### config.mk
export PLATFORM = sky130hd
export DESIGN_NAME = mem_port_arbiter
export DESIGN_NICKNAME = d
export VERILOG_FILES = /design/src/rtl/mem_port_arbiter.sv
export SDC_FILE = /design/constraint.sdc
export NUM_CORES = 1
export LEC_CHECK = 0
export CORE_MARGIN = 5
export CORE_UTILIZATION = 43
export CTS_BUF_LIST = sky130_fd_sc_hd__clkbuf_2
export DETAILED_ROUTE_END_ITERATION = 12
export PLACE_DENSITY = 0.84
export SLEW_MARGIN = 0
export SYNTH_ARGS = -nofsm -noshare
export SYNTH_HDL_FRONTEND = slang
export SYNTH_SLANG_ARGS = --single-unit
### constraint.sdc
create_clock -name clk -period 2.45 [get_ports clk]
set_input_delay 0.49 -clock clk [delete_from_list [all_inputs] [get_ports clk]]
set_output_delay 0.49 -clock clk [all_outputs]
set_load 0.005 [all_outputs]
### src/rtl/mem_port_arbiter.sv
// Shared memory port arbiter: fetch and load/store requesters take turns on a
// single memory port. Each access holds mem_en for WAIT_CYCLES enabled cycles,
// then returns read data with a one-cycle done pulse to the granted side.
//
// Handshake: a requester raises req with its address/data and keeps req high
// until it sees its done pulse; done is high for exactly one enabled cycle and
// rdata is valid with it. A req still high when the arbiter is back in IDLE is
// a new request. Request fields are latched at grant; later changes are ignored.
module mem_port_arbiter #(
  parameter int ADDR_W      = 32,
  parameter int DATA_W      = 32,
  parameter int WAIT_CYCLES = 2
) (
  input  logic              clk,
  input  logic              rst,
  input  logic              clk_en,
  input  logic              if_req,
  input  logic [ADDR_W-1:0] if_addr,
  output logic [DATA_W-1:0] if_rdata,
  output logic              if_done,
  input  logic              ls_req,
  input  logic              ls_we,
  input  logic [ADDR_W-1:0] ls_addr,
  input  logic [DATA_W-1:0] ls_wdata,
  output logic [DATA_W-1:0] ls_rdata,
  output logic              ls_done,
  output logic              mem_en,
  output logic              mem_we,
  output logic [ADDR_W-1:0] mem_addr,
  output logic [DATA_W-1:0] mem_wdata,
  input  logic [DATA_W-1:0] mem_rdata,
  output logic              busy,
  output logic [1:0]        fsm_state
);

  typedef enum logic [1:0] {
    IDLE   = 2'd0,
    ACCESS = 2'd1,
    DONE   = 2'd2
  } state_t;

  localparam logic [3:0] CNT_INIT = 4'(WAIT_CYCLES - 1);

  state_t            state, state_nx;
  logic [3:0]        cnt, cnt_nx;
  logic              last_ls, last_ls_nx;   // 1: last grant went to load/store
  logic              grant_ls, grant_ls_nx; // 1: current access owned by load/store
  logic              pick_ls;
  logic              mem_en_nx, mem_we_nx;
  logic [ADDR_W-1:0] mem_addr_nx;
  logic [DATA_W-1:0] mem_wdata_nx;
  logic              if_done_nx, ls_done_nx;
  logic [DATA_W-1:0] if_rdata_nx, ls_rdata_nx;
  logic              busy_nx;

  assign fsm_state = state;

  // State register; frozen while clk_en is low.
  always_ff @(posedge clk or negedge rst) begin
    if (!rst) begin
      state <= IDLE;
    end else if (clk_en) begin
      state <= state_nx;
    end
  end

  // Next-state and next-output logic; every output is registered below.
  always_comb begin
    state_nx     = state;
    cnt_nx       = cnt;
    last_ls_nx   = last_ls;
    grant_ls_nx  = grant_ls;
    pick_ls      = 1'b0;
    mem_en_nx    = mem_en;
    mem_we_nx    = mem_we;
    mem_addr_nx  = mem_addr;
    mem_wdata_nx = mem_wdata;
    if_done_nx   = 1'b0;
    ls_done_nx   = 1'b0;
    if_rdata_nx  = if_rdata;
    ls_rdata_nx  = ls_rdata;
    case (state)
      IDLE: begin
        if (if_req || ls_req) begin
          // Round-robin: on contention the side that did not win last time goes.
          pick_ls      = ls_req && (!if_req || !last_ls);
          grant_ls_nx  = pick_ls;
          last_ls_nx   = pick_ls;
          mem_en_nx    = 1'b1;
          mem_we_nx    = pick_ls && ls_we;
          mem_addr_nx  = pick_ls ? ls_addr : if_addr;
          // Fetches never write, so the write data register is left alone.
          mem_wdata_nx = pick_ls ? ls_wdata : mem_wdata;
          cnt_nx       = CNT_INIT;
          state_nx     = ACCESS;
        end
      end
      ACCESS: begin
        if (cnt != 4'd0) begin
          cnt_nx = cnt - 4'd1;
        end else begin
          if (grant_ls) begin
            if (!mem_we) ls_rdata_nx = mem_rdata;
            ls_done_nx = 1'b1;
          end else begin
            if_rdata_nx = mem_rdata;
            if_done_nx  = 1'b1;
          end
          mem_en_nx = 1'b0;
          mem_we_nx = 1'b0;
          state_nx  = DONE;
        end
      end
      DONE: begin
        state_nx = IDLE;
      end
      default: begin
        state_nx = IDLE;
      end
    endcase
    busy_nx = (state_nx != IDLE);
  end

  // Datapath and output registers; reset abandons any access in flight.
  always_ff @(posedge clk or negedge rst) begin
    if (!rst) begin
      cnt       <= 4'd0;
      last_ls   <= 1'b1;
      grant_ls  <= 1'b0;
      mem_en    <= 1'b0;
      mem_we    <= 1'b0;
      mem_addr  <= '0;
      mem_wdata <= '0;
      if_done   <= 1'b0;
      ls_done   <= 1'b0;
      if_rdata  <= '0;
      ls_rdata  <= '0;
      busy      <= 1'b0;
    end else if (clk_en) begin
      cnt       <= cnt_nx;
      last_ls   <= last_ls_nx;
      grant_ls  <= grant_ls_nx;
      mem_en    <= mem_en_nx;
      mem_we    <= mem_we_nx;
      mem_addr  <= mem_addr_nx;
      mem_wdata <= mem_wdata_nx;
      if_done   <= if_done_nx;
      ls_done   <= ls_done_nx;
      if_rdata  <= if_rdata_nx;
      ls_rdata  <= ls_rdata_nx;
      busy      <= busy_nx;
    end
  end

endmodule

Word-level counts from Yosys, hierarchy flattened
Index checks and enable logic that the tools add are counted.
{ "word_totals": {"regBits": 141, "word_cells": 55, "output_inout_bits": 135, "inputBits": 134} }
{ "op_classes": {"bitwise": 3, "n_mux": 18, "eq_ne": 4, "reduce_logical": 16, "n_addsub": 1} }
{ "op_table": {"columns": ["op", "n"], "rows": [
  ["$mux 32", 1],
  ["$reduce_and 4->1", 4],
  ["$mux 1", 9],
  ["$mux 4", 2],
  ["$pmux 4 s2", 1],
  ["$ne 2x2->1 const B", 3],
  ["$reduce_and 5->1", 1],
  ["$mux 2", 2],
  ["$pmux 1 s2", 2],
  ["$pmux 2 s2", 1],
  ["$reduce_bool 2->1", 2],
  ["$reduce_bool 4->1", 1],
  ["$sub 4x1->4 const B", 1],
  ["$not 1->1", 3],
  ["$reduce_and 3->1", 1],
  ["$eq 2x1->1 const B", 1],
  ["$logic_and 1x1->1", 2],
  ["$logic_not 1->1", 2],
  ["$logic_not 2->1", 1],
  ["$logic_or 1x1->1", 2]
]} }

Logic depth before layout (Yosys ltp)
{ "logic_depth": {"word_depth": 6, "mapped_depth": 6, "depth_no_buf": 5} }

Worst setup path after synthesis
OpenSTA, ideal clock, no wires.
{ "synth_timing": {"path_type": "input -> register", "start": "in ls_req", "end": "reg mem_addr[10]", "arrival_time_ps": 1782, "t_required_ps": 2325, "path_buffers": 1, "slack_ps": 543, "stages": 4, "setup_time_ps": 125, "path_cell_list": "a21boi_2 -> clkbuf_1 -> mux2_2 -> mux2_2"} }
{ "synth_between": {"elab_chain_cells": 2, "word_cells_on_any_way": 4, "classes_between": "mux (1); reduce/logical (3)"} }
{ "synth_lines": {"columns": ["item", "line_no", "text"], "rows": [
  ["from (decl)", "21", "input logic ls_req,"],
  ["$logic_or 1x1->1 or $logic_and 1x1->1 (tied branches)", "84, 86", null],
  ["$reduce_and 3->1 (no line) or $mux 32 (tied branches)", null, null],
  ["to (signal assigned)", "145", "mem_addr <= mem_addr_nx;"],
  ["to (decl)", "29", "output logic [ADDR_W-1:0] mem_addr,"]
]} }
Several ways; a longest one is shown, not always the timed one.
A chain may end at the register's enable or synchronous reset.

Final worst setup path
{ "layout_timing": {"start": "reg state[0] (netlist: fsm_state[0])", "end": "out fsm_state[0]"} }
{ "layout_rtl": {"columns": ["item", "line_no", "text"], "rows": [
  ["from (decl)", "44", "state_t state, state_nx;"],
  ["from (signal assigned)", "63", "state <= state_nx;"],
  ["to (decl)", "33", "output logic [1:0] fsm_state"]
]} }
No word-level cell between the ends.

==> metrics list <==
- The first global-routing pass estimated 25100 um of wire.
- After detailed routing, the total wire length is 15400 um.
- Mean post-synth cell area: between 15 and 20 sq um
- The library cells used most frequently in the layout, excluding fill and tap cells, are clkdlybuf4s50_1, dfrtp_1, mux2_2.
- Area grow syn2layout: 53.6%
- Number of instances in the placed design: 812
- Using the TritonRoute via totals, the vias-per-cell ratio works out to ~5.
* Capture instance of the worst register-to-register path: if_rdata[5]$_DFFE_PN0P_
- PnR Total Power: 9.91 mW
- In this run the tightest slew margin relative to its limit is 68.2%.
- The multi-input combinational cells in the finished layout cover a total of 0.00225 sq mm.
- In this run, the number of DRC markers left after iteration 0 of detailed routing was 115.
* Startpoint of the lowest-slack register-to-register path: cnt[0]$_DFFE_PN0P_
- The synthesized netlist devotes 0.423% of its cell area to adder and majority cells.
* Final-report setup violation count: 0
- The max-slew violation count is 0.
- Traced cell by cell, the critical path runs through clkdlybuf4s50_1.
- Worst Setup Start Kind: flop
- Clock tree synthesis found a total of 141 sinks.
- Fraction of the mapped netlist area in compound gates: under 10%
* ANT cells: 0
- The via count of the first global-routing pass is about 4600.
* Post-Syn Instances: 371
- Number of standard cells in the layout, taps in and fillers out: about 840
- Die Y-Extent: between 100 and 150 um
- During placement, the flow inserted port buffers numbering 268.
* Root buffer cell: clkbuf_2
- Synthesized net count: 507
- Combinational family with the most area after synthesis: multiplexers
* Cell row count: 42
- Most common library cell in the layout ignoring fill and taps: clkdlybuf4s50_1
- Once the floorplan was initialized, standard cells occupied 44.3% of the core.
- The setup check on the worst reg-to-reg path leaves a slack of 0.44 ns.
* Net total in the final layout: 792
- No sink is reached through more buffers than the 2 on the longest clock path.
- The first TritonRoute pass finished after 4 iterations.
- Last weighted congestion value of the routability-driven placer: 0.807
- Entering global routing, the biggest net connects 51 pins.
* Setup TNS after final layout: 0 ns
- Dividing the detail-routed wire length by the instance count gives 18.3 um.
- For this run, the number of Yosys warnings is 0.
* Area taken by flip-flops and latches: 0.00353 sq mm
* Final period util: 90.0%
- Among all stages on the critical path, the largest delay is contributed by clkdlybuf4s50_1.
- Static Leak: 3.96 nW
* Netlist area before placement: 0.00592 sq mm
* Hold violation total from the final report: 0
- Across every metal layer, demand over resource in global routing totals 19.8%.
- Max Cap Violations: 0
- Min cycle time layout: 2.20 ns
* Layout cells sized above 1: approximately a third
* Filler cell count in the final layout: 970
* Unrepaired setup endpoints after global routing: no
* Flip-flop and latch count after synthesis: between 100 and 150
- Grt total ovfl: 0
- Derived from the worst setup path, the maximum achievable clock frequency is 0.454 GHz.
- The kind of cell with the highest combined delay along the critical path is buffers and inverters.
- The routed layout has 4127 vias.
- In this design, the stage delay of the slowest critical-path cell is 0.57 ns.
- The die covers 0.0162 sq mm.
- After clock tree synthesis, the clock-pin slew on the worst setup and hold paths is 0.18 ns.
- DRC: 0
* Crit path buffers/inverters: 1
- Peak VDD IR: around 0.0007 V
- Share of synthesized cell area in and, or, nand and nor gates: 2.66%
- The share of the Yosys chip area taken by registers is between 50% and 60%.
- Along the worst path, the maximum fanout reaches 9.
- The flow ran to the end, and the final reports show no timing, DRC or antenna violations.
* Count of antenna-violating nets left after detailed routing: 0
- The H-tree generated during clock tree synthesis spans 4 levels.
* Kind of critical path: reg -> out
- Power per cell area: around 1100 mW/mm^2
- CORE AREA: 0.0133 sq mm
- Worst EP arrival: 1.71 ns
* Critical Path Stages: 1
* Critical path data required time: 1.96 ns
- I/O pin count: about 270
* Setup skew after layout: roughly 0.02 ns
- The worst hold path belongs to the class in -> async.
- Logic depth of the worst register-to-register path: 6
- Once layout is complete, the utilization of the core stands at 68.1%.
- In the synthesized netlist, mux cells make up about a third of the area.
- Die extent in x: 127 um
- The worst setup path is captured at an output port.
- Initial antenna violation count: 0
- XOR/XNOR share of the synthesized area: 0%
- Number of unique standard cell types used by synthesis: 38
- In this run, CTS created clock tree buffers numbering 17.
- Clock tree from TritonCTS: built
* Worst skew pair latency: 0.67 ns
- Post-detailed-placement half-perimeter wirelength: roughly 12000 um
- Actual slew at the worst max-slew pin: 0.477 ns
## worst register-to-register path, cell delays in order (launching register included)
cell,delay [ns]
dfrtp_1,0.40
inv_1,0.12
ha_1,0.18
and4bb_2,0.32
nor3b_4,0.25
buf_12,0.24
mux2_2,0.38
## layer usage
metal | vias up | share of wire (%) | GRT usage, %
met5 | - | 0 | 0
met4 | 0 | 1.5 | 5.49
met3 | 21 | 8.8 | 8.10
met2 | 162 | 52 | 34.1
met1 | 2036 | 38 | 22.9
li1 | 1908 | - | -
## how the worst max path moves through the flow
stage	start	endpoint	slack, ns
2_1_floorplan	ls_req	mem_addr[10]$_DFFE_PN0P_	0.54
3_3_place_gp	clk_en	mem_wdata[4]$_DFFE_PN0P_	0.15
3_5_place_dp	clk_en	mem_wdata[10]$_DFFE_PN0P_	0.09
4_1_cts	fsm_state[0]$_DFFE_PN0P_	fsm_state[0]	0.04
5_1_grt	fsm_state[0]$_DFFE_PN0P_	fsm_state[0]	0.06
6_report	fsm_state[0]$_DFFE_PN0P_	fsm_state[0]	0.25
## kinds of logic (layout without fill, tap and decap cells)
family	count (synthesis)	count (layout)
AND/OR/NAND/NOR	23	23
buffers and inverters	24	319
flip-flops	141	141
AO/OA/AOI/OAI	19	19
adder cells (fa/ha/maj)	2	2
multiplexers	162	162
## through the flow
step | hold slack [ns] | setup WS, ns | cell area [sq um]
6_report | 0.309 | 0.245 | 9090
5_1_grt | 0.215 | 0.0631 | 9090
4_1_cts | 0.222 | 0.0373 | 9090
3_5_place_dp | 0.460 | 0.0886 | 8880
3_3_place_gp | 0.443 | 0.148 | 8880
2_1_floorplan | 0.194 | 0.543 | 5920
## where the power goes
group	leakage (nW)	switching (mW)	internal, mW
registers	1.73	0.645	3.43
logic	2.11	1.38	3.23
clock network	0.125	0.759	0.459
total	3.96	2.79	7.13
## Yosys cell counts
cell / n / area (sq um)
buf_4: 6 / 45.0
nor2b_1: 1 / 6.26
nor4b_1: 1 / 8.76
nor4_1: 1 / 6.26
mux2_4: 28 / 420
or3b_1: 1 / 8.76
a21boi_2: 1 / 11.3
a31oi_1: 1 / 6.26
or3b_2: 1 / 8.76
a32o_1: 1 / 10.0
inv_1: 6 / 22.5
clkbuf_1: 4 / 15.0
a211oi_1: 1 / 7.51
buf_2: 4 / 20.0
nor3b_4: 1 / 18.8
ha_1: 2 / 25.0
nand2b_1: 1 / 6.26
or2_2: 1 / 6.26
buf_6: 4 / 45.0
o22ai_1: 1 / 6.26
nand2_1: 5 / 18.8
mux2i_1: 2 / 20.0
o2bb2ai_1: 1 / 8.76
or3_1: 1 / 6.26
o21ai_0: 7 / 35.0
nor3_1: 2 / 10.0
mux2_2: 131 / 1480
dfstp_2: 1 / 26.3
and4bb_2: 1 / 12.5
nand4_1: 2 / 12.5
a21o_1: 3 / 22.5
dfrtp_1: 140 / 3500
o21bai_1: 2 / 15.0
o211ai_1: 1 / 7.51
nor2_1: 2 / 7.51
mux2_1: 1 / 11.3
nand2b_4: 1 / 13.8
nor2_2: 1 / 6.26
## registers in the layout (all words and copies together) (netlist names), 2 cells and up
signal     count
cnt            4
fsm_state      2
if_rdata      32
ls_rdata      32
mem_addr      32
mem_wdata     32
## layout make-up
type / instances / share of cell area (%)
Tap cell: 176 / 2.42
Inverter: 6 / 0.248
Clock inverter: 8 / 1.06
Multi-Input combinational cell: 206 / 24.7
Clock buffer: 21 / 1.16
Sequential cell: 141 / 38.8
Timing Repair Buffer: 284 / 31.6
## timing repair
action	4_1_cts	5_1_grt
buffers inserted	0	0
hold buffers	1	0
gates resized for setup	0	1
endpoints found under the setup margin	0	1
hold endpoints to repair	46	0
No activity file was read; power rests on OpenSTA's default activity.
